### config.mk
export PLATFORM = sky130hd
export DESIGN_NAME = result_writeback
export DESIGN_NICKNAME = d
export VERILOG_FILES = /design/src/rtl/cpu_pkg.sv /design/src/rtl/result_fifo.sv /design/src/rtl/result_writeback.sv
export SDC_FILE = /design/constraint.sdc
export NUM_CORES = 1
export LEC_CHECK = 0
export ABC_AREA = 0
export BUFFER_PORTS_ARGS = -buffer_cell sky130_fd_sc_hd__buf_4
export CAP_MARGIN = 10
export CORE_AREA = 2 2 91 93
export DETAILED_ROUTE_END_ITERATION = 6
export DIE_AREA = 0 0 93 95
export PLACE_DENSITY = 0.58
export SYNTH_ARGS = -nofsm -noshare
export SYNTH_HDL_FRONTEND = slang
export SYNTH_SLANG_ARGS = --single-unit
### constraint.sdc
create_clock -name clk -period 2.4 [get_ports clk]
set_clock_uncertainty 0.1 [all_clocks]
set_input_delay 0.48 -clock clk [delete_from_list [all_inputs] [get_ports clk]]
set_output_delay 0.48 -clock clk [all_outputs]
set_load 0.005 [all_outputs]
### src/rtl/cpu_pkg.sv
// Shared datapath definitions for the 6-bit CPU: widths and the write-back entry layout.
package cpu_pkg;

  localparam int DATA_W    = 6;
  localparam int OP_W      = 2;
  localparam int NREGS_DEF = 4;
  localparam int REG_IDX_W = $clog2(NREGS_DEF);

  typedef struct packed {
    logic [DATA_W-1:0]    data;
    logic                 zf;
    logic [REG_IDX_W-1:0] rd;
  } wb_entry_t;

  localparam int WB_ENTRY_W = $bits(wb_entry_t);

endpackage

### src/rtl/result_fifo.sv
// In-order result buffer; pointers carry one extra wrap bit so full and empty
// are told apart by comparing the MSB.
module result_fifo #(
  parameter int DEPTH = 4,
  parameter int WIDTH = 9
) (
  input  logic             clk,
  input  logic             rst,
  input  logic             i_push,
  input  logic             i_pop,
  input  logic             i_clear,
  input  logic [WIDTH-1:0] i_data,
  output logic             o_full,
  output logic             o_empty,
  output logic [WIDTH-1:0] o_head
);

  localparam int AW = $clog2(DEPTH);

  logic [WIDTH-1:0] r_mem [DEPTH];
  logic [AW:0]      r_wrPtr;
  logic [AW:0]      r_rdPtr;
  logic             w_full;
  logic             w_empty;
  logic             w_doPush;
  logic             w_doPop;

  assign w_full   = (r_wrPtr[AW] != r_rdPtr[AW]) && (r_wrPtr[AW-1:0] == r_rdPtr[AW-1:0]);
  assign w_empty  = (r_wrPtr == r_rdPtr);
  // clear wins over both ends, so a flush cycle never leaves a half-applied push or pop
  assign w_doPush = i_push & ~w_full  & ~i_clear;
  assign w_doPop  = i_pop  & ~w_empty & ~i_clear;

  always_ff @(posedge clk or posedge rst) begin
    if (rst) begin
      r_wrPtr <= '0;
      r_rdPtr <= '0;
    end else if (i_clear) begin
      r_wrPtr <= '0;
      r_rdPtr <= '0;
    end else begin
      if (w_doPush) r_wrPtr <= r_wrPtr + 1'b1;
      if (w_doPop)  r_rdPtr <= r_rdPtr + 1'b1;
    end
  end

  // storage needs no reset: a slot is only read after it has been written
  always_ff @(posedge clk) begin
    if (w_doPush) r_mem[r_wrPtr[AW-1:0]] <= i_data;
  end

  assign o_full  = w_full;
  assign o_empty = w_empty;
  assign o_head  = r_mem[r_rdPtr[AW-1:0]];

endmodule

### src/rtl/result_writeback.sv
// Write-back sink: buffers ALU results and commits them in order into the
// register file, one per cycle, with two combinational read ports.
module result_writeback
  import cpu_pkg::*;
#(
  parameter int DEPTH = 4,
  parameter int NREGS = NREGS_DEF
) (
  input  logic                     clk,
  input  logic                     reset,
  input  logic                     in_valid,
  output logic                     in_ready,
  input  logic [DATA_W-1:0]        in_result,
  input  logic                     in_zf,
  input  logic [$clog2(NREGS)-1:0] in_rd,
  input  logic                     wb_hold,
  input  logic                     clear,
  input  logic [$clog2(NREGS)-1:0] rs_a_addr,
  input  logic [$clog2(NREGS)-1:0] rs_b_addr,
  output logic [DATA_W-1:0]        rs_a_data,
  output logic [DATA_W-1:0]        rs_b_data,
  output logic                     pending,
  output logic                     zero_flag,
  output logic [7:0]               commit_count
);

  logic [DATA_W-1:0] r_regs [NREGS];
  logic              r_zeroFlag;
  logic [7:0]        r_commitCount;

  wb_entry_t w_pushEntry;
  wb_entry_t w_head;
  logic      w_full;
  logic      w_empty;
  logic      w_push;
  logic      w_commit;

  always_comb begin
    w_pushEntry      = '0;
    w_pushEntry.data = in_result;
    w_pushEntry.zf   = in_zf;
    w_pushEntry.rd   = REG_IDX_W'(in_rd);
  end

  // no pass-through: a full buffer refuses a push even in a cycle it pops
  assign w_push   = in_valid & ~w_full;
  assign w_commit = ~w_empty & ~wb_hold & ~clear;

  result_fifo #(
    .DEPTH (DEPTH),
    .WIDTH (WB_ENTRY_W)
  ) u_fifo (
    .clk     (clk),
    .rst     (reset),
    .i_push  (w_push),
    .i_pop   (w_commit),
    .i_clear (clear),
    .i_data  (w_pushEntry),
    .o_full  (w_full),
    .o_empty (w_empty),
    .o_head  (w_head)
  );

  always_ff @(posedge clk or posedge reset) begin
    if (reset) begin
      for (int i = 0; i < NREGS; i++) r_regs[i] <= '0;
      r_zeroFlag    <= 1'b0;
      r_commitCount <= '0;
    end else if (w_commit) begin
      r_regs[w_head.rd] <= w_head.data;
      r_zeroFlag        <= w_head.zf;
      r_commitCount     <= r_commitCount + 8'd1;
    end
  end

  // reads see committed state only; callers consult pending for in-flight writes
  assign rs_a_data    = r_regs[rs_a_addr];
  assign rs_b_data    = r_regs[rs_b_addr];
  assign in_ready     = ~w_full;
  assign pending      = ~w_empty;
  assign zero_flag    = r_zeroFlag;
  assign commit_count = r_commitCount;

endmodule
## After elaboration in Yosys (flattened, before gate mapping)

Memories as Yosys holds them, arrays and structs flattened.
Index checks and enable logic that the tools add are counted.

| word-level totals | value |
|---|---|
| register bits | 39 |
| bits in writable memories | 36 |
| output and inout bits | 23 |
| logic and storage cells | 52 |
| memories | 1 |

| cells by class | value |
|---|---|
| add/sub/neg operators | 3 |
| $lt $le $gt $ge | 4 |
| equality and inequality tests | 3 |
| mux-type cells | 15 |
| bitwise logic cells | 14 |
| reductions and logical operators | 4 |

Memory list:

| name | words | bits a word | rd ports | clocked after memory_dff | wr ports | line | source |
|---|---|---|---|---|---|---|---|
| u_fifo.r_mem | 4 | 9 | 1 | 0 | 1 | result_fifo.sv:20 | `logic [WIDTH-1:0] r_mem [DEPTH];` |

Operator list:

| operator | count |
|---|---|
| 2-to-1 mux 6 bit | 5 |
| binary-select mux 6 bit (select 2 bit) | 2 |
| bitwise mux 24 bit | 1 |
| demux 6 bit (select 2 bit) | 1 |
| 2-to-1 mux 3 bit | 4 |
| greater-or-equal comparator 3 bit (second input constant) | 3 |
| NOT 2 -> 3 bit | 3 |
| adder 8 x 1 -> 8 bit (second input constant) | 1 |
| AND 1 bit | 7 |
| adder 3 x 1 -> 3 bit (second input constant) | 2 |
| NOT 1 bit | 4 |
| nonzero test 2 bit | 2 |
| equality test 3 bit | 1 |
| < comparator 3 x 1 -> 1 bit (second input constant) | 1 |
| equality test 2 bit | 1 |
| logical AND 1 bit | 2 |
| 2-to-1 mux 1 bit | 2 |
| inequality test 1 bit | 1 |

## Longest topological paths before layout

| depth | value |
|---|---|
| word-level depth | 8 |
| gate-level depth with buffers | 5 |
| gate-level depth less buffers | 4 |

## By module

A second synthesis with hierarchy kept.

| unflattened totals | value |
|---|---|
| cell total of the unflattened synthesis | 212 |
| area, all modules | 3449.6 um^2 |

By module, submodules not included:

| module | times used | cells each | area each (um^2) | sequential area each (um^2) |
|---|---|---|---|---|
| result_fifo | 1 | 111 | 1841.8 | 1231.2 |
| result_writeback | 1 | 101 | 1607.8 | 825.8 |

## Worst setup path after synthesis

OpenSTA, ideal clock, no wires.

| timing | value |
|---|---|
| path type | register to register |
| start point | register u_fifo.r_rdPtr[0] |
| end point | register r_regs[18] (netlist name) |
| library setup time | 125 ps |
| arrival | 1940 ps |
| data required time | 2175 ps |
| slack | 236 ps |
| stages on the path, launching flop included | 5 |
| path buffers | 1 |
| period minus slack after synthesis | 2164 ps |
| path through | dfrtp_1 > buf_2 > mux4_2 > nor3b_4 > mux2_2 |

| between the ends | value |
|---|---|
| word-level cells in the longest chain between the ends | 7 |
| elaborated cells between the ends (all ways) | 12 |
| classes of those cells | order compare (2); eq/ne (1); mux (3); bitwise (4); reduce/logical (1); memory (1) |

RTL lines:

| what | line | source |
|---|---|---|
| start: declaration | result_fifo.sv:22 | `logic [AW:0] r_rdPtr;` |
| start signal: assignment | result_fifo.sv:43 | `if (w_doPop) r_rdPtr <= r_rdPtr + 1'b1;` |
| memory read (4 x 9 bit) | - |  |
| NOT 2 -> 3 bit (not written as such) | result_writeback.sv:70 | `r_regs[w_head.rd] <= w_head.data;` |
| greater-or-equal comparator 3 bit (not written as such) or < comparator 3 x 1 -> 1 bit (tied branches) | result_writeback.sv:70 |  |
| logical AND 1 bit (not written as such) | result_writeback.sv:70 |  |
| 2-to-1 mux 6 bit (not written as such) | result_writeback.sv:70 |  |
| demux 6 bit (select 2 bit) | result_writeback.sv:70 |  |
| bitwise mux 24 bit | result_writeback.sv:70 |  |
| end signal: indexed assignment | result_writeback.sv:70 |  |
| end: declaration | result_writeback.sv:27 | `logic [DATA_W-1:0] r_regs [NREGS];` |

Parallel ways exist; a longest one is shown, timed or not.
A chain may end at the register's enable or synchronous reset.

## Worst setup path in the final report

| timing | value |
|---|---|
| start point | register u_fifo.r_rdPtr[0] |
| end point | output in_ready |

| between the ends | value |
|---|---|
| word-level cells in the longest chain between the ends | 3 |

RTL lines:

| what | line | source |
|---|---|---|
| equality test 2 bit | result_fifo.sv:28 | `assign w_full = (r_wrPtr[AW] != r_rdPtr[AW]) && (r_wrPtr[AW-1:0] == r_rdPtr[AW-1:0]);` |
| logical AND 1 bit | result_fifo.sv:28 |  |
| NOT 1 bit | result_writeback.sv:79 | `assign in_ready = ~w_full;` |
| end: declaration | result_writeback.sv:12 | `output logic in_ready,` |

No other way between the ends.

==> run_results.csv <==
group,metric,value,unit
setup_path,worstSetupPathType,"reg -> out",
setup_path,critical_path_required,1820,ps
yosys,synth_edf_count,36,
yosys,synth.area.top_cells,"edfxtp_1 (33%), dfrtp_1 (30%), mux4_2 (14%)",
layout,drive_gt1_share,46.8,%
yosys,yosysTopAreaCell,"edfxtp_1",
setup_path,arrival,1620,ps
yosys,ys_warn_count,0,
yosys,synthArstFlopShare,52.0,%
sta,rsz0062_at_grt,"no",
power,ir_drop,0.349,mV
route,vias_per_cell,5.07,
yosys,ys_types,30,
clocking,htreeDepth,3,
floorplanning,ioPinCount,41,
route,drt_wl_total,5.81,mm
sta,min_period_over_period,91.5,%
route,wl_per_cell,16.5,microns
run,cap_violations,0,
power,power_density,979,mW/mm^2
sta,tns,0,ps
sta,slew_viol_final,0,
floorplanning,initial_core_util,41.7,%
placed_design,portBuffers,40,
global_route,grtUsageTotal,14.7,%
global_route,overflow,0,
sta,post-route-min-period,2200,ps
yosys,syn-cell-area,0.00331,sq mm
route,route.met3.wl,211,microns
placed_design,hpwl,4.19,mm
sta,setup_viol_count_final,0,
global_route,grt_pass1_vias,1887,
floorplanning,dieArea,0.00884,sq mm
floorplanning,die_y,95,microns
sta,fmax,0.455,GHz
setup_path,path_max_fanout,6,
yosys,synth_commonest_cells,"dfrtp_1 (39), edfxtp_1 (36), mux2_2 (26), mux4_2 (21), xor2_1 (8)",
layout,num_antenna_cells,0,
clocking,clock_latency,340,ps
yosys,synthFlopType,"dfrtp_1",
worst_hold_path,holdCritPathClass,"in -> async",
route,vias,1791,
route,maxUsedRoutingLayer,"met4",
route,drt-met1-wl,2.72,mm
yosys,synth_seq_cells,75,
yosys,ys_seq_area_share,62.2,%
sta,worst_slack,204,ps
layout,fin_nets,267,
setup_path,endpoint_kind,"output pin",
placed_design,preCtsSetupSlack,290,ps
setup_path,critPathLaunchType,"flip-flop",
global_route,grt_max_degree,40,
sta,finalHoldViolations,0,
clocking,hold_buffers,0,
route,wl_met2,2.76,mm
route,first_iter_violations,48,
clocking,cts_root_buffer,"clkbuf_8",
floorplanning,rows,33,
power,leakagePower,1.63,nW
clocking,cts-resized-gates,0,
yosys,synth_area_per_cell,17.6,sq um
route,drtPass1Iterations,4,
yosys,synth.most_common_cell,"dfrtp_1",
global_route,antenna_found_initial,0,
sta,tightest_slew,585,ps
yosys,syn_nets,212,
yosys,synth_cells,188,
clocking,clock-sinks,75,
yosys,synth_top_area_share,32.7,%
sta,relSlewSlack,60.7,%
route,drc,0,
status,status,"complete, no violations",
clocking,postCtsSetupRepairBufs,0,
clocking,clkTransAtPathRegs,80,ps
global_route,grt_pass1_wl,9.61,mm
layout,area_growth,21.1,%
clocking,numCtsBuffers,9,
floorplanning,die_x,93,microns
clocking,cts_tree,"yes",
clocking,clock_path_buffers,2,
placed_design,gp_congestion,0.710,
floorplanning,fp.coreArea,0.00793,sq mm
route,detail-route-antenna-nets,0,
==> where the power goes <==
group	internal [mW]	switching [mW]	leakage (nW)
Sequential	1.62	0.223	0.821
Combinational	0.682	0.365	0.693
Clock	0.583	0.453	0.113
Total	2.88	1.04	1.63
==> critical path, cell delays in order, from the launching register on <==
cell and delay (ps):
dfrtp_1 470, buf_4 190, xor2_1 160, or3_1 320
buf_4 140
==> cell families after synthesis <==
group,share of synthesized area (%)
DFF,62.2
adders and majority gates,2.27
and+or+nand+nor,4.77
buffers and inverters,1.21
muxes,23.8
xor gates and xnor gates,3.97
AOI/OAI and AO/OA,1.85
==> sequential cells by signal, summed over array words and instances, names as in the netlist <==
register        count
zero_flag           1
r_regs             24
u_fifo.r_wrPtr      3
u_fifo.r_mem       36
commit_count        8
u_fifo.r_rdPtr      3
==> cells in the final DEF (no fill, tap or decap), types with 2 or more instances in the layout <==
| cell | netlist | layout |
|---|---|---|
| mux2_2 | 26 | 26 |
| clkbuf_8 | 0 | 9 |
| nand2_1 | 3 | 3 |
| inv_1 | 4 | 4 |
| xnor2_1 | 7 | 7 |
| nand3_1 | 2 | 2 |
| mux2i_1 | 2 | 2 |
| edfxtp_1 | 36 | 36 |
| nor2_1 | 7 | 7 |
| mux4_2 | 21 | 21 |
| clkinv_4 | 0 | 2 |
| xor2_1 | 8 | 8 |
| buf_4 | 0 | 50 |
| ha_1 | 6 | 6 |
| nor3_1 | 2 | 2 |
| dfrtp_1 | 39 | 39 |
| or3_1 | 2 | 2 |
| nand4_1 | 2 | 2 |
| bufinv_16 | 0 | 2 |
| and2_1 | 4 | 4 |
| clkinv_2 | 0 | 3 |
==> path summary, 6_finish.rpt <==
kind / start / endpoint / slack, ps / depth (start not counted)
max: u_fifo.r_rdPtr[0] / in_ready / 200 / 4
min: reset / commit_count[6] / 160 / 3
max reg2reg: u_fifo.r_rdPtr[0] / r_regs[14] / 300 / 3
min reg2reg: commit_count[7] / commit_count[7] / 370 / 1
max in group asynchronous: reset / r_regs[23] / 1700 / 3
min in group clk: in_result[2] / u_fifo.r_mem[3][5] / 240 / 1
==> per-layer routing <==
layer,vias to the layer above,global-route usage (%)
met5,-,0
met1,908,19.6
met3,11,3.11
met2,38,22.7
met4,0,7.72
li1,834,-
==> layout make-up <==
type                            count  area, sq um
Timing Repair Buffer               50          375
Clock buffer                        9          124
Inverter                            4         15.0
Tap cell                          105          131
Fill cell                         684         3920
Sequential cell                    75         2060
Multi-Input combinational cell    103         1210
Clock inverter                      7         92.6
==> per-stage QoR <==
stage | hold WS [ps] | util [%] | std cells | instance area [sq um] | power, mW
final | 160 | 50.5 | 353 | 4010 | 3.92
after global routing | 221 | 50.5 | 353 | 4010 | 4.18
after CTS | 174 | 50.5 | 353 | 4010 | 3.98
after detailed placement | 363 | 47.8 | 337 | 3790 | 2.93
after global placement | 358 | 47.8 | 337 | 3790 | 2.91
after floorplan | 365 | - | 188 | 3310 | 2.47
Note: power is estimated with default switching activity, not from simulation.
